### config.mk
export PLATFORM = sky130hd
export DESIGN_NAME = fx_accum_dump
export DESIGN_NICKNAME = d
export VERILOG_FILES = /design/src/rtl/fx_pkg.sv /design/src/rtl/fx_round_sat.sv /design/src/rtl/fx_accum_dump.sv
export SDC_FILE = /design/constraint.sdc
export NUM_CORES = 1
export LEC_CHECK = 0
export ABC_AREA = 1
export CAP_MARGIN = 10
export CELL_PAD_IN_SITES_DETAIL_PLACEMENT = 1
export CELL_PAD_IN_SITES_GLOBAL_PLACEMENT = 1
export CORE_ASPECT_RATIO = 1.2
export CORE_MARGIN = 5
export CORE_UTILIZATION = 37
export CTS_BUF_LIST = sky130_fd_sc_hd__clkbuf_4 sky130_fd_sc_hd__clkbuf_8
export DETAILED_ROUTE_END_ITERATION = 10
export MAX_ROUTING_LAYER = met4
export PLACE_DENSITY = 0.81
export SLEW_MARGIN = 10
export SYNTH_ARGS = -nofsm -noshare
export SYNTH_HDL_FRONTEND = slang
export SYNTH_SLANG_ARGS = --single-unit
export TNS_END_PERCENT = 50
### constraint.sdc
create_clock -name i_clk -period 2.7 [get_ports i_clk]
set_input_delay 0.54 -clock i_clk [delete_from_list [all_inputs] [get_ports i_clk]]
set_output_delay 0.54 -clock i_clk [all_outputs]
set_load 0.005 [all_outputs]
### src/rtl/fx_pkg.sv
// Shared fixed-point helpers: rounding/overflow mode constants, clog2 and
// saturation bounds used by format-matching stages.
package fx_pkg;

  typedef enum logic {
    RND_HALF_UP = 1'b0
  } rnd_mode_e;

  typedef enum logic {
    OVF_SAT  = 1'b0,
    OVF_WRAP = 1'b1
  } ovf_mode_e;

  function automatic int clog2(input int n);
    int r;
    int v;
    r = 0;
    v = n - 1;
    while (v > 0) begin
      r++;
      v = v >> 1;
    end
    return r;
  endfunction

  // Bounds of a w-bit signed value, widened to 64 bits for comparison.
  function automatic logic signed [63:0] sat_max(input int w);
    return (64'sd1 <<< (w - 1)) - 64'sd1;
  endfunction

  function automatic logic signed [63:0] sat_min(input int w);
    return -(64'sd1 <<< (w - 1));
  endfunction

endpackage

### src/rtl/fx_round_sat.sv
// Combinational rounding right-shift plus narrowing to OUT_W bits.
// Define FX_ACC_SAT_EN to saturate (and flag clipping) instead of wrapping.
module fx_round_sat
  import fx_pkg::*;
#(
  parameter int        IN_W     = 15,
  parameter int        SHIFT    = 3,
  parameter int        OUT_W    = 12,
  parameter rnd_mode_e RND_MODE = RND_HALF_UP
) (
  input  logic signed [IN_W-1:0]  din,
  output logic signed [OUT_W-1:0] dout,
  output logic                    ovf
);

  localparam int W1 = IN_W + 1;

`ifdef FX_ACC_SAT_EN
  localparam ovf_mode_e OVF_MODE = OVF_SAT;
`else
  localparam ovf_mode_e OVF_MODE = OVF_WRAP;
`endif

  logic signed [W1-1:0] ext;
  logic signed [W1-1:0] r;
  logic signed [63:0]   r64;

  // One guard bit so adding the rounding constant can never overflow.
  assign ext = {din[IN_W-1], din};

  generate
    if (SHIFT > 0) begin : g_round
      localparam logic [W1-1:0] HALF =
        (RND_MODE == RND_HALF_UP) ? (W1'(1) << (SHIFT - 1)) : '0;
      logic signed [W1-1:0] biased;
      assign biased = ext + $signed(HALF);
      assign r      = biased >>> SHIFT;
    end else begin : g_pass
      assign r = ext;
    end
  endgenerate

  assign r64 = {{(64 - W1){r[W1-1]}}, r};

  generate
    if (OVF_MODE == OVF_SAT) begin : g_sat
      always_comb begin
        dout = r64[OUT_W-1:0];
        ovf  = 1'b0;
        if (r64 > sat_max(OUT_W)) begin
          dout = OUT_W'(sat_max(OUT_W));
          ovf  = 1'b1;
        end else if (r64 < sat_min(OUT_W)) begin
          dout = OUT_W'(sat_min(OUT_W));
          ovf  = 1'b1;
        end
      end
    end else begin : g_wrap
      logic unused_hi;
      assign unused_hi = ^r64[63:OUT_W];
      assign dout      = r64[OUT_W-1:0];
      assign ovf       = 1'b0;
    end
  endgenerate

endmodule

### src/rtl/fx_accum_dump.sv
// Accumulate ACC_LEN signed samples, then dump one rounded/narrowed result.
// Saturation of the dump is enabled by defining FX_ACC_SAT_EN.
module fx_accum_dump
  import fx_pkg::*;
#(
  parameter int IN_W    = 12,
  parameter int ACC_LEN = 8,
  parameter int SHIFT   = 3,
  parameter int OUT_W   = 12
) (
  input  logic                      i_clk,
  input  logic                      i_rst,
  input  logic                      i_valid,
  input  logic signed [IN_W-1:0]    i_data,
  input  logic                      i_clear,
  output logic                      o_valid,
  output logic signed [OUT_W-1:0]   o_data,
  output logic [clog2(ACC_LEN)-1:0] o_cnt,
  output logic                      o_ovf
);

  localparam int CNT_W = clog2(ACC_LEN);
  localparam int ACC_W = IN_W + CNT_W;
  localparam logic [CNT_W-1:0] LAST = CNT_W'(ACC_LEN - 1);

  logic signed [ACC_W-1:0] acc;
  logic signed [ACC_W-1:0] ext;
  logic signed [ACC_W-1:0] base;
  logic signed [ACC_W-1:0] sum;
  logic [CNT_W-1:0]        cnt;
  logic signed [OUT_W-1:0] rs_data;
  logic                    rs_ovf;

  assign ext = {{(ACC_W - IN_W){i_data[IN_W-1]}}, i_data};
  // The first sample of a block replaces whatever acc holds.
  assign base = (cnt == '0) ? '0 : acc;
  assign sum  = base + ext;

  fx_round_sat #(
    .IN_W (ACC_W),
    .SHIFT(SHIFT),
    .OUT_W(OUT_W)
  ) u_round_sat (
    .din (sum),
    .dout(rs_data),
    .ovf (rs_ovf)
  );

  always_ff @(posedge i_clk or posedge i_rst) begin
    if (i_rst) begin
      acc     <= '0;
      cnt     <= '0;
      o_data  <= '0;
      o_valid <= 1'b0;
      o_ovf   <= 1'b0;
    end else begin
      o_valid <= 1'b0;
      if (i_clear) begin
        acc <= '0;
        cnt <= '0;
      end else if (i_valid) begin
        if (cnt == LAST) begin
          acc     <= '0;
          cnt     <= '0;
          o_data  <= rs_data;
          o_ovf   <= rs_ovf;
          o_valid <= 1'b1;
        end else begin
          acc <= sum;
          cnt <= cnt + 1'b1;
        end
      end
    end
  end

  assign o_cnt = cnt;

endmodule
Yosys cells after proc, flatten, opt, wreduce, memory -nomap -nowiden
Index checks and enable logic that the tools add are counted.
{"block": "totals", "word_cells": 22, "output_inout_bits": 17, "in_bits": 16, "mem_count": 0, "latch_bits": 0, "regBits": 31, "mem_bits_ro": 0, "ramBits": 0}
{"block": "classes", "add_sub_neg": 3, "multipliers": 0, "n_div": 0, "mux": 10, "bitwise": 1, "reduce_logical": 3, "order_cmp": 0, "eq_ne": 1, "shifts": 0}
{"op": "2-to-1 mux 15 bit", "n": 4}
{"op": "adder 15 x 12 -> 15 bit", "n": 1}
{"op": "adder 15 x 4 -> 15 bit (second input constant)", "n": 1}
{"op": "2-to-1 mux 3 bit", "n": 3}
{"op": "adder 3 x 1 -> 3 bit (second input constant)", "n": 1}
{"op": "== test 3 bit (second input constant)", "n": 1}
{"op": "logical NOT 3 bit", "n": 1}
{"op": "2-to-1 mux 1 bit", "n": 3}
{"op": "AND reduction 3 bit", "n": 1}
{"op": "nonzero test 2 bit", "n": 1}
{"op": "NOT 1 bit", "n": 1}

Depth between registers and ports, before layout
Gate-level depths: netlist (run 1).
{"block": "logic_depth", "word_depth": 6, "depth_mapped": 22, "ltp_nobuf": 21}

Hierarchy
Synthesis (run 1) repeated with hierarchy kept, for this count alone.
{"block": "unflattened", "cells_unflattened": 391, "hier_area_um2": 2570.0}
{"mod": "fx_accum_dump", "seq_area_each_um2": 800.8, "n_inst": 1, "area_each_um2": 2259.7, "cells_per_inst": 331}
{"mod": "fx_round_sat", "seq_area_each_um2": 0.0, "n_inst": 1, "area_each_um2": 310.3, "cells_per_inst": 60}

Worst setup path before layout (run 1)
OpenSTA, ideal clock, no wires.
{"block": "synth_timing", "path_kind": "reg2reg", "from": "reg cnt[0] (netlist: o_cnt[0])", "to": "reg o_data[11]", "t_arrival_ps": 2809, "slack_ps": -226, "stages_incl_launch_ff": 18, "required_time_ps": 2583, "n_path_buf": 1, "setup_time_ps": 117, "synth_period_minus_slack_ps": 2926, "path_cell_list": "dfrtp_1 -> inv_1 -> ha_1 -> nand2_1 -> inv_1 -> clkbuf_1 -> nor2_1 -> ha_1 -> fa_1 -> xor2_1 -> ha_1 -> nand2_2 -> nor2_4 -> nand2_2 -> nor2_4 -> nand3_1 -> nand3_1 -> nand2_1"}
{"block": "synth_via", "elab_chain_cells": 4, "elab_cells_between_ends": 6, "classes_between": "add/sub: 2; eq/ne: 1; mux: 1; reduce/logical: 2"}
{"item": "start: declaration", "line_no": "fx_accum_dump.sv:30", "source": "logic [CNT_W-1:0] cnt;"}
{"item": "start signal: assignment", "line_no": "fx_accum_dump.sv:70", "source": "cnt <= cnt + 1'b1;"}
{"item": "logical NOT 3 bit", "line_no": "fx_accum_dump.sv:36", "source": "assign base = (cnt == '0) ? '0 : acc;"}
{"item": "2-to-1 mux 15 bit", "line_no": "fx_accum_dump.sv:36"}
{"item": "adder 15 x 12 -> 15 bit", "line_no": "fx_accum_dump.sv:37", "source": "assign sum = base + ext;"}
{"item": "adder 15 x 4 -> 15 bit", "line_no": "fx_round_sat.sv:36", "source": "assign biased = ext + $signed(HALF);"}
{"item": "end signal: assignment", "line_no": "fx_accum_dump.sv:65", "source": "o_data <= rs_data;"}
{"item": "end: declaration", "line_no": "fx_accum_dump.sv:17", "source": "output logic signed [OUT_W-1:0] o_data,"}
Parallel ways exist; a longest one is shown, timed or not.
A chain may end at the register's enable or synchronous reset.

Final worst setup path (run 1)
{"block": "layout_timing", "from": "reg cnt[1] (netlist: o_cnt[1])", "to": "reg o_data[4]"}
The elaborated chain is that of the path after synthesis.

==> flow_metrics.env, run 1 <==
export IMPL_status="complete, but fails checks"
export IMPL_failed_checks="setup timing"
export IMPL_end_kind="flip-flop"
export IMPL_setup_tns_final_ns=-0.593
export IMPL_fin_ws_ns=-0.126
export IMPL_synth_distinct_cells=34
export IMPL_overflow=0
export IMPL_arrival_ns=3.04
export IMPL_post_place_ws_ns=-0.146
export IMPL_synth_compound_area_frac=0.0684
export IMPL_start_util=0.376
export IMPL_grt_use_total=0.200
export IMPL_n_antenna_cell=0
export IMPL_muxShareOfSynthArea=0
export IMPL_die_h_um=101
export IMPL_route_met3_wl_um=400
export IMPL_first_global_vias=2944
export IMPL_clock_sinks=31
export IMPL_synth_adder_area_share=0.0957
export IMPL_die_area_um2=8700
export IMPL_synth_xor_area_share=0.0103
export IMPL_max_freq_mhz=354
export IMPL_fin_worst_skew_ns=0.00923
export IMPL_final_util=0.568
export IMPL_drv_slew=0
export IMPL_hold_viol=0
export IMPL_htreeDepth=2
export IMPL_r2r_cells=18
export IMPL_synthesis_area_um2=2560
export IMPL_required_ns=2.91
export IMPL_wl_met1_um=4030
export IMPL_setup_violations=8
export IMPL_area_growth_pct=51.1
export IMPL_powerDensity_nw_per_um2=435
export IMPL_synth_cells=385
export IMPL_reg2reg_slack_ns=-0.13
export IMPL_syn_nets=420
export IMPL_synth_top_flop_cell="dfrtp_1"
export IMPL_antenna_found_initial=0
export IMPL_clk_latency_ns=0.30
export IMPL_numCtsBuffers=5
export IMPL_cts_root_buf="clkbuf_8"
export IMPL_hold_depth=2
export IMPL_place_congestion=0.813
export IMPL_postRouteAntennaNets=0
export IMPL_ys_warn_count=0
export IMPL_place_area_um2=3180
export IMPL_syn_mean_instance_area_um2=6.66
export IMPL_io_pins=33
export IMPL_min_path_type="flip-flop to flip-flop"
export IMPL_irDropWorstVdd_uv=355
export IMPL_top_layer_used="met4"
export IMPL_rows=33
export IMPL_yosys_area_share_simple=0.409
export IMPL_wl_met2_um=5630
export IMPL_avgRoutedWirePerCell_um=19.1
export IMPL_drt_total_wl_um=10600
export IMPL_start_kind="flip-flop"
export IMPL_drive_gt1_frac=0.343
export IMPL_via_count=2908
export IMPL_cap_violations=0
export IMPL_critPathKind="flip-flop to flip-flop"
export IMPL_viasPerCell=5.25
export IMPL_synth_seq_area_share=0.303
export IMPL_drc=0
export IMPL_place_hpwl_um=6120
export IMPL_postLayoutCellArea_um2=3870
export IMPL_core_um2=6810
export IMPL_die_x_um=86.0
export IMPL_cp_max_fo=6
export IMPL_period_share=1.05
export IMPL_r2r_start="o_cnt[1]"
export IMPL_clk_path_buf_depth=2
export IMPL_startpoint="o_cnt[1]"
export IMPL_path_clk_slew_ns=0.08
export IMPL_ys_seq_elements=31
export IMPL_grt_max_degree=32
export IMPL_fin_crit_ns=2.83
export IMPL_synth_async_reset_ratio=1.00
export IMPL_synth_top_family_by_area="simple AND/OR/NAND/NOR gates"
export IMPL_fin_nets=501
export IMPL_r2r_end="o_data[4]"
export IMPL_power_leakage_nw=1.87
export IMPL_cts_tree="done"
export IMPL_drt_pass1_iter_count=4
export IMPL_synth_edff_count=0
export IMPL_crit_end="o_data[4]"
export IMPL_grt_pass1_wl_um=13600
export IMPL_drtIter0Drc=185
export IMPL_port_buffers=31
[cell usage after synthesis, types with 3 or more instances]
library cell	number	area (um^2)
ha_1	18	225
nand3_1	30	150
nand2_1	124	465
nand4_1	6	37.5
o21ai_0	11	55.1
inv_1	64	240
clkbuf_1	3	11.3
dfrtp_1	31	776
nor2_1	33	124
nand2_2	14	87.6
nand3_2	4	40.0
o22ai_1	10	62.6
nor2_4	6	67.6
a21oi_1	6	30.0
[worst min path at each step]
stage,slack (ns),start,to
after floorplan,0.47,o_data[0],o_data[0]
after global routing,0.52,o_data[10],o_data[10]
after detailed placement,0.46,o_data[0],o_data[0]
final,0.48,o_data[5],o_data[5]
after global placement,0.45,o_data[0],o_data[0]
after CTS,0.48,o_data[0],o_data[0]
[area by class of cell]
class | count | area (um^2)
multi-input combinational | 282 | 1920
sequential | 31 | 776
clock inverter | 2 | 35.0
clock buffer | 6 | 82.6
inverter | 66 | 253
tap | 87 | 109
timing repair buffer | 80 | 697
fill | 851 | 2940
[cell usage in the layout, fill, tap and decap left out, types with 2 or more instances in the layout]
master,instances
nand2_1,107
inv_1,60
buf_4,45
dfrtp_1,31
clkdlybuf4s50_1,31
nand2_2,26
nand3_1,18
nand3_2,15
nor2_2,15
nor2_1,14
ha_4,13
nor2_4,12
o21ai_0,11
o22ai_1,10
nand2_4,6
nand4_1,6
clkbuf_8,6
a21oi_2,4
inv_2,4
ha_1,4
buf_6,3
a21oi_1,2
and2_1,2
nand3b_1,2
[registers in the layout (all words and copies together), names as in the netlist]
register / cells
o_data: 12
o_cnt: 3
acc: 15
o_valid: 1
[timing repair]
action	in CTS	in global routing
buffers inserted	5	14
resized for setup	29	67
pin swaps	14	37
setup endpoints to repair	8	10
hold buffers	0	0
[critical path: stages, from the launching register on]
cell and delay [ns]:
dfrtp_1 0.37, inv_2 0.07, ha_4 0.17, nand2_4 0.08
inv_6 0.05, buf_6 0.13, nor2_2 0.22, ha_4 0.29
nand2_1 0.08, nand2_1 0.09, inv_1 0.15, nand3_1 0.14
nand2_4 0.11, nand3_2 0.10, nor2_4 0.16, buf_4 0.13
buf_4 0.11, nand3_1 0.09, a31oi_1 0.20
[per-stage QoR]
stage | total power (W) | hold slack [ns] | cells
floorplan | 0.000792 | 0.465 | 385
global placement | 0.000965 | 0.454 | 527
detailed placement | 0.000988 | 0.462 | 527
CTS | 0.00151 | 0.478 | 540
global route | 0.00176 | 0.518 | 554
finish | 0.00168 | 0.481 | 554
[cells by family after synthesis]
kind of cell | after synthesis
xor+xnor | 3
other cells | 1
flops | 31
fa+ha+maj | 19
compound gates | 31
simple gates | 228
buf+inv | 72
[power breakdown]
| group | internal (W) | switching [W] | total, W |
|---|---|---|---|
| registers | 0.000494 | 0.0000151 | 0.000509 |
| clock network | 0.000299 | 0.000197 | 0.000495 |
| logic | 0.000290 | 0.000388 | 0.000678 |
[metal layers]
layer	GRT usage	vias to the layer above
met4	0.0682	0
met1	0.213	1408
met2	0.382	94
met3	0.0195	41
met5	-	-
li1	-	1365
No activity file was read; power rests on OpenSTA's default activity.
==> inputs of run 2 (changes only) <==
--- a/config.mk
+++ b/config.mk
@@ -13,6 +13,7 @@
 export CORE_MARGIN = 5
 export CORE_UTILIZATION = 37
 export CTS_BUF_LIST = sky130_fd_sc_hd__clkbuf_4 sky130_fd_sc_hd__clkbuf_8
+export CTS_CLUSTER_DIAMETER = 50
 export DETAILED_ROUTE_END_ITERATION = 10
 export MAX_ROUTING_LAYER = met4
 export PLACE_DENSITY = 0.81
==> results of run 2 <==
The final DEF is identical to that of run 1; final timing and power are the same.
==> inputs of run 3 (changes only) <==
--- a/config.mk
+++ b/config.mk
@@ -17,8 +17,10 @@
 export DETAILED_ROUTE_END_ITERATION = 10
 export MAX_ROUTING_LAYER = met4
 export PLACE_DENSITY = 0.81
+export REMOVE_ABC_BUFFERS = 1
 export SLEW_MARGIN = 10
 export SYNTH_ARGS = -nofsm -noshare
 export SYNTH_HDL_FRONTEND = slang
+export SYNTH_HIERARCHICAL = 1
 export SYNTH_SLANG_ARGS = --single-unit
 export TNS_END_PERCENT = 50
==> run 3 against run 2 <==
The flow still finishes with violations (setup timing). Clock power rose by 11%. Core utilization is 4.2 points higher. Largest power group unchanged. Final cell count grew 4.5%. Sequential power up 4.1%. First-iteration DRC count increased by 17%. Die area up 0.26%. Sequential share of layout area is 0.77 points lower. Flip-flop and latch count grew 1. Register-to-register slack worse by 0.28 ns. Highest routed layer unchanged. Clock skew grew 0.010 ns. Setup slack got worse by 0.28 ns. Global-route usage increased by 4.5 points.
==> flow_metrics.env, run 3 <==
export IMPL_status="complete, but fails checks"
export IMPL_failed_checks="setup timing"
export IMPL_power_leakage_nw=2.07
export IMPL_die_area_um2=8720
export IMPL_yosysTopAreaCellShare=0.312
export IMPL_synthesis_area_um2=2570
export IMPL_p_clk_frac=0.288
export IMPL_fin_nets=526
export IMPL_seq_power_share=0.278
export IMPL_required_ns=2.89
export IMPL_num_fill_cells=844
export IMPL_synth_common_cells="145 x nand2_1, 68 x inv_1, 32 x dfrtp_1"
export IMPL_clk_path_buf_depth=2
export IMPL_multi_input_area_um2=2000
export IMPL_max_freq_mhz=322
export IMPL_numCtsBuffers=5
export IMPL_powerDensity_nw_per_um2=458
export IMPL_ys_seq_elements=32
export IMPL_min_path_type="flip-flop to flip-flop"
export IMPL_die_x_um=86.1
export IMPL_largest_reg_flops=15
export IMPL_fin_total_pwr_w=0.00190
export IMPL_arrival_ns=3.30
export IMPL_switchingPower_w=0.000704
export IMPL_via_count=3096
export IMPL_area_growth_pct=61.8
export IMPL_cap_violations=0
export IMPL_path_clk_slew_ns=0.07
export IMPL_setup_violations=11
export IMPL_ys_warn_count=6
export IMPL_synth_top_flop_cell="dfrtp_1"
export IMPL_synth_async_reset_ratio=1.00
export IMPL_regArea_um2=801
export IMPL_irDropWorstVdd_uv=231
export IMPL_place_area_um2=3340
export IMPL_fin_worst_skew_ns=0.0195
export IMPL_rows=33
export IMPL_overflow=0
export IMPL_start_util=0.377
export IMPL_power_share_combinational=0.434
export IMPL_largest_register="acc"
export IMPL_drc=0
export IMPL_final_cell_mix="114 x nand2_1, 62 x inv_1, 60 x buf_4"
export IMPL_fin_crit_ns=3.11
export IMPL_place_hpwl_um=6230
export IMPL_layout_commonest_cell="nand2_1"
export IMPL_clk_latency_ns=0.31
export IMPL_critPathKind="flip-flop to flip-flop"
export IMPL_cts_root_buf="clkbuf_8"
export IMPL_fin_ws_ns=-0.408
export IMPL_synth_edff_count=0
export IMPL_switching_share=0.370
export IMPL_io_pins=33
export IMPL_die_h_um=101
export IMPL_viasPerCell=5.35
export IMPL_syn_mean_instance_area_um2=6.57
export IMPL_synth_distinct_cells=27
export IMPL_avgRoutedWirePerCell_um=21.6
export IMPL_intPower_w=0.00120
export IMPL_period_share=1.15
export IMPL_postLayoutCellArea_um2=4160
export IMPL_port_buffers=32
export IMPL_drv_slew=0
export IMPL_drt_total_wl_um=12500
export IMPL_end_kind="flip-flop"
export IMPL_rsz0062_at_grt="yes"
export IMPL_start_kind="flip-flop"
export IMPL_cp_max_fo=7
export IMPL_synth_most_common_cell="nand2_1"
export IMPL_htreeDepth=2
export IMPL_n_antenna_cell=0
export IMPL_first_global_vias=3233
export IMPL_grt_max_degree=33
export IMPL_synth_cells=391
export IMPL_drive_gt1_frac=0.386
export IMPL_drt_pass1_iter_count=4
export IMPL_place_congestion=0.884
export IMPL_ys_top_cells_by_area="dfrtp_1 31%, nand2_1 21%, inv_1 9.9%"
export IMPL_drtIter0Drc=216
export IMPL_clock_sinks=32
export IMPL_cts_tree="done"
export IMPL_synth_seq_area_share=0.312
export IMPL_postRouteAntennaNets=0
export IMPL_antenna_found_initial=0
export IMPL_core_um2=6810
export IMPL_grt_use_total=0.246
export IMPL_yosys_area_top_type="dfrtp_1"
export IMPL_hold_viol=0
export IMPL_grt_pass1_wl_um=15900
-- run 3: cell type report --
cell class                      count  share of cell area
Tap cell                           87              0.0262
Multi-Input combinational cell    283               0.481
Clock inverter                      1             0.00722
Inverter                           71              0.0665
Clock buffer                        7              0.0232
Sequential cell                    32               0.193
Timing Repair Buffer               98               0.204
-- run 3: worst paths after layout --
kind	endpoint	cells past startpoint	slack (ns)	start
setup / recovery	o_data[9]	20	-0.41	o_cnt[1]
hold / removal	o_ovf	2	0.48	o_ovf
setup reg to reg	o_data[9]	20	-0.41	o_cnt[1]
hold reg to reg	o_ovf	2	0.48	o_ovf
max in group asynchronous	acc[10]	3	1.75	i_rst
min in group asynchronous	acc[14]	3	0.63	i_rst
-- run 3: layer usage --
layer	vias to the layer above	share of wire	GRT usage
met5	-	0	-
li1	1378	-	-
met1	1545	0.39	0.246
met4	0	0.061	0.141
met2	118	0.51	0.453
met3	55	0.038	0.0301
-- run 3: power by group through the flow --
stage	clock network [W]	registers (W)	logic (W)
3_5_place_dp	0	0.000534	0.000532
4_1_cts	0.000541	0.000526	0.000633
3_3_place_gp	0	0.000532	0.000505
2_1_floorplan	0	0.000533	0.000274
5_1_grt	0.000564	0.000533	0.000864
6_report	0.000548	0.000530	0.000825
-- run 3: worst max-delay path: stages (launching register included) --
cell and delay, ns:
dfrtp_1 0.40, inv_2 0.07, ha_4 0.17, nand2_4 0.09, inv_8 0.06, buf_12 0.15
nor2_1 0.21, ha_4 0.27, nand2_2 0.13, inv_1 0.07, a21oi_1 0.20, nand3_1 0.11
nand2_1 0.09, and2_4 0.19, nand2_1 0.07, nor2_2 0.15, nand3_1 0.11, nand2_1 0.15
nand2_1 0.12, nand2_1 0.11, nand2_1 0.07
-- run 3: timing repair --
action / 4_1_cts / 5_1_grt
setup buffers: 9 / 8
pin swaps: 18 / 28
setup endpoints to repair: 11 / 11
hold buffers: 0 / 0
resized for setup: 56 / 81
-- run 3: logic make-up after synthesis --
kind of cell               share of synthesized area
and+or+nand+nor                                0.382
buffers and inverters                          0.114
DFF                                            0.312
adders and majority gates                     0.0954
AOI/OAI and AO/OA                             0.0389
xor gates and xnor gates                      0.0570
other                                        0.00146
-- run 3: per-stage QoR --
step / TNS [ns] / instances / utilization / hold WS [ns] / setup slack (ns)
after global routing: -2.45 / 579 / 0.610 / 0.501 / -0.516
after floorplan: -0.690 / 386 / - / 0.449 / -0.153
after detailed placement: -3.23 / 554 / 0.490 / 0.459 / -0.439
after CTS: -0.174 / 571 / 0.553 / 0.477 / -0.0454
after global placement: -2.05 / 554 / 0.490 / 0.453 / -0.309
final: -1.55 / 579 / 0.610 / 0.478 / -0.408
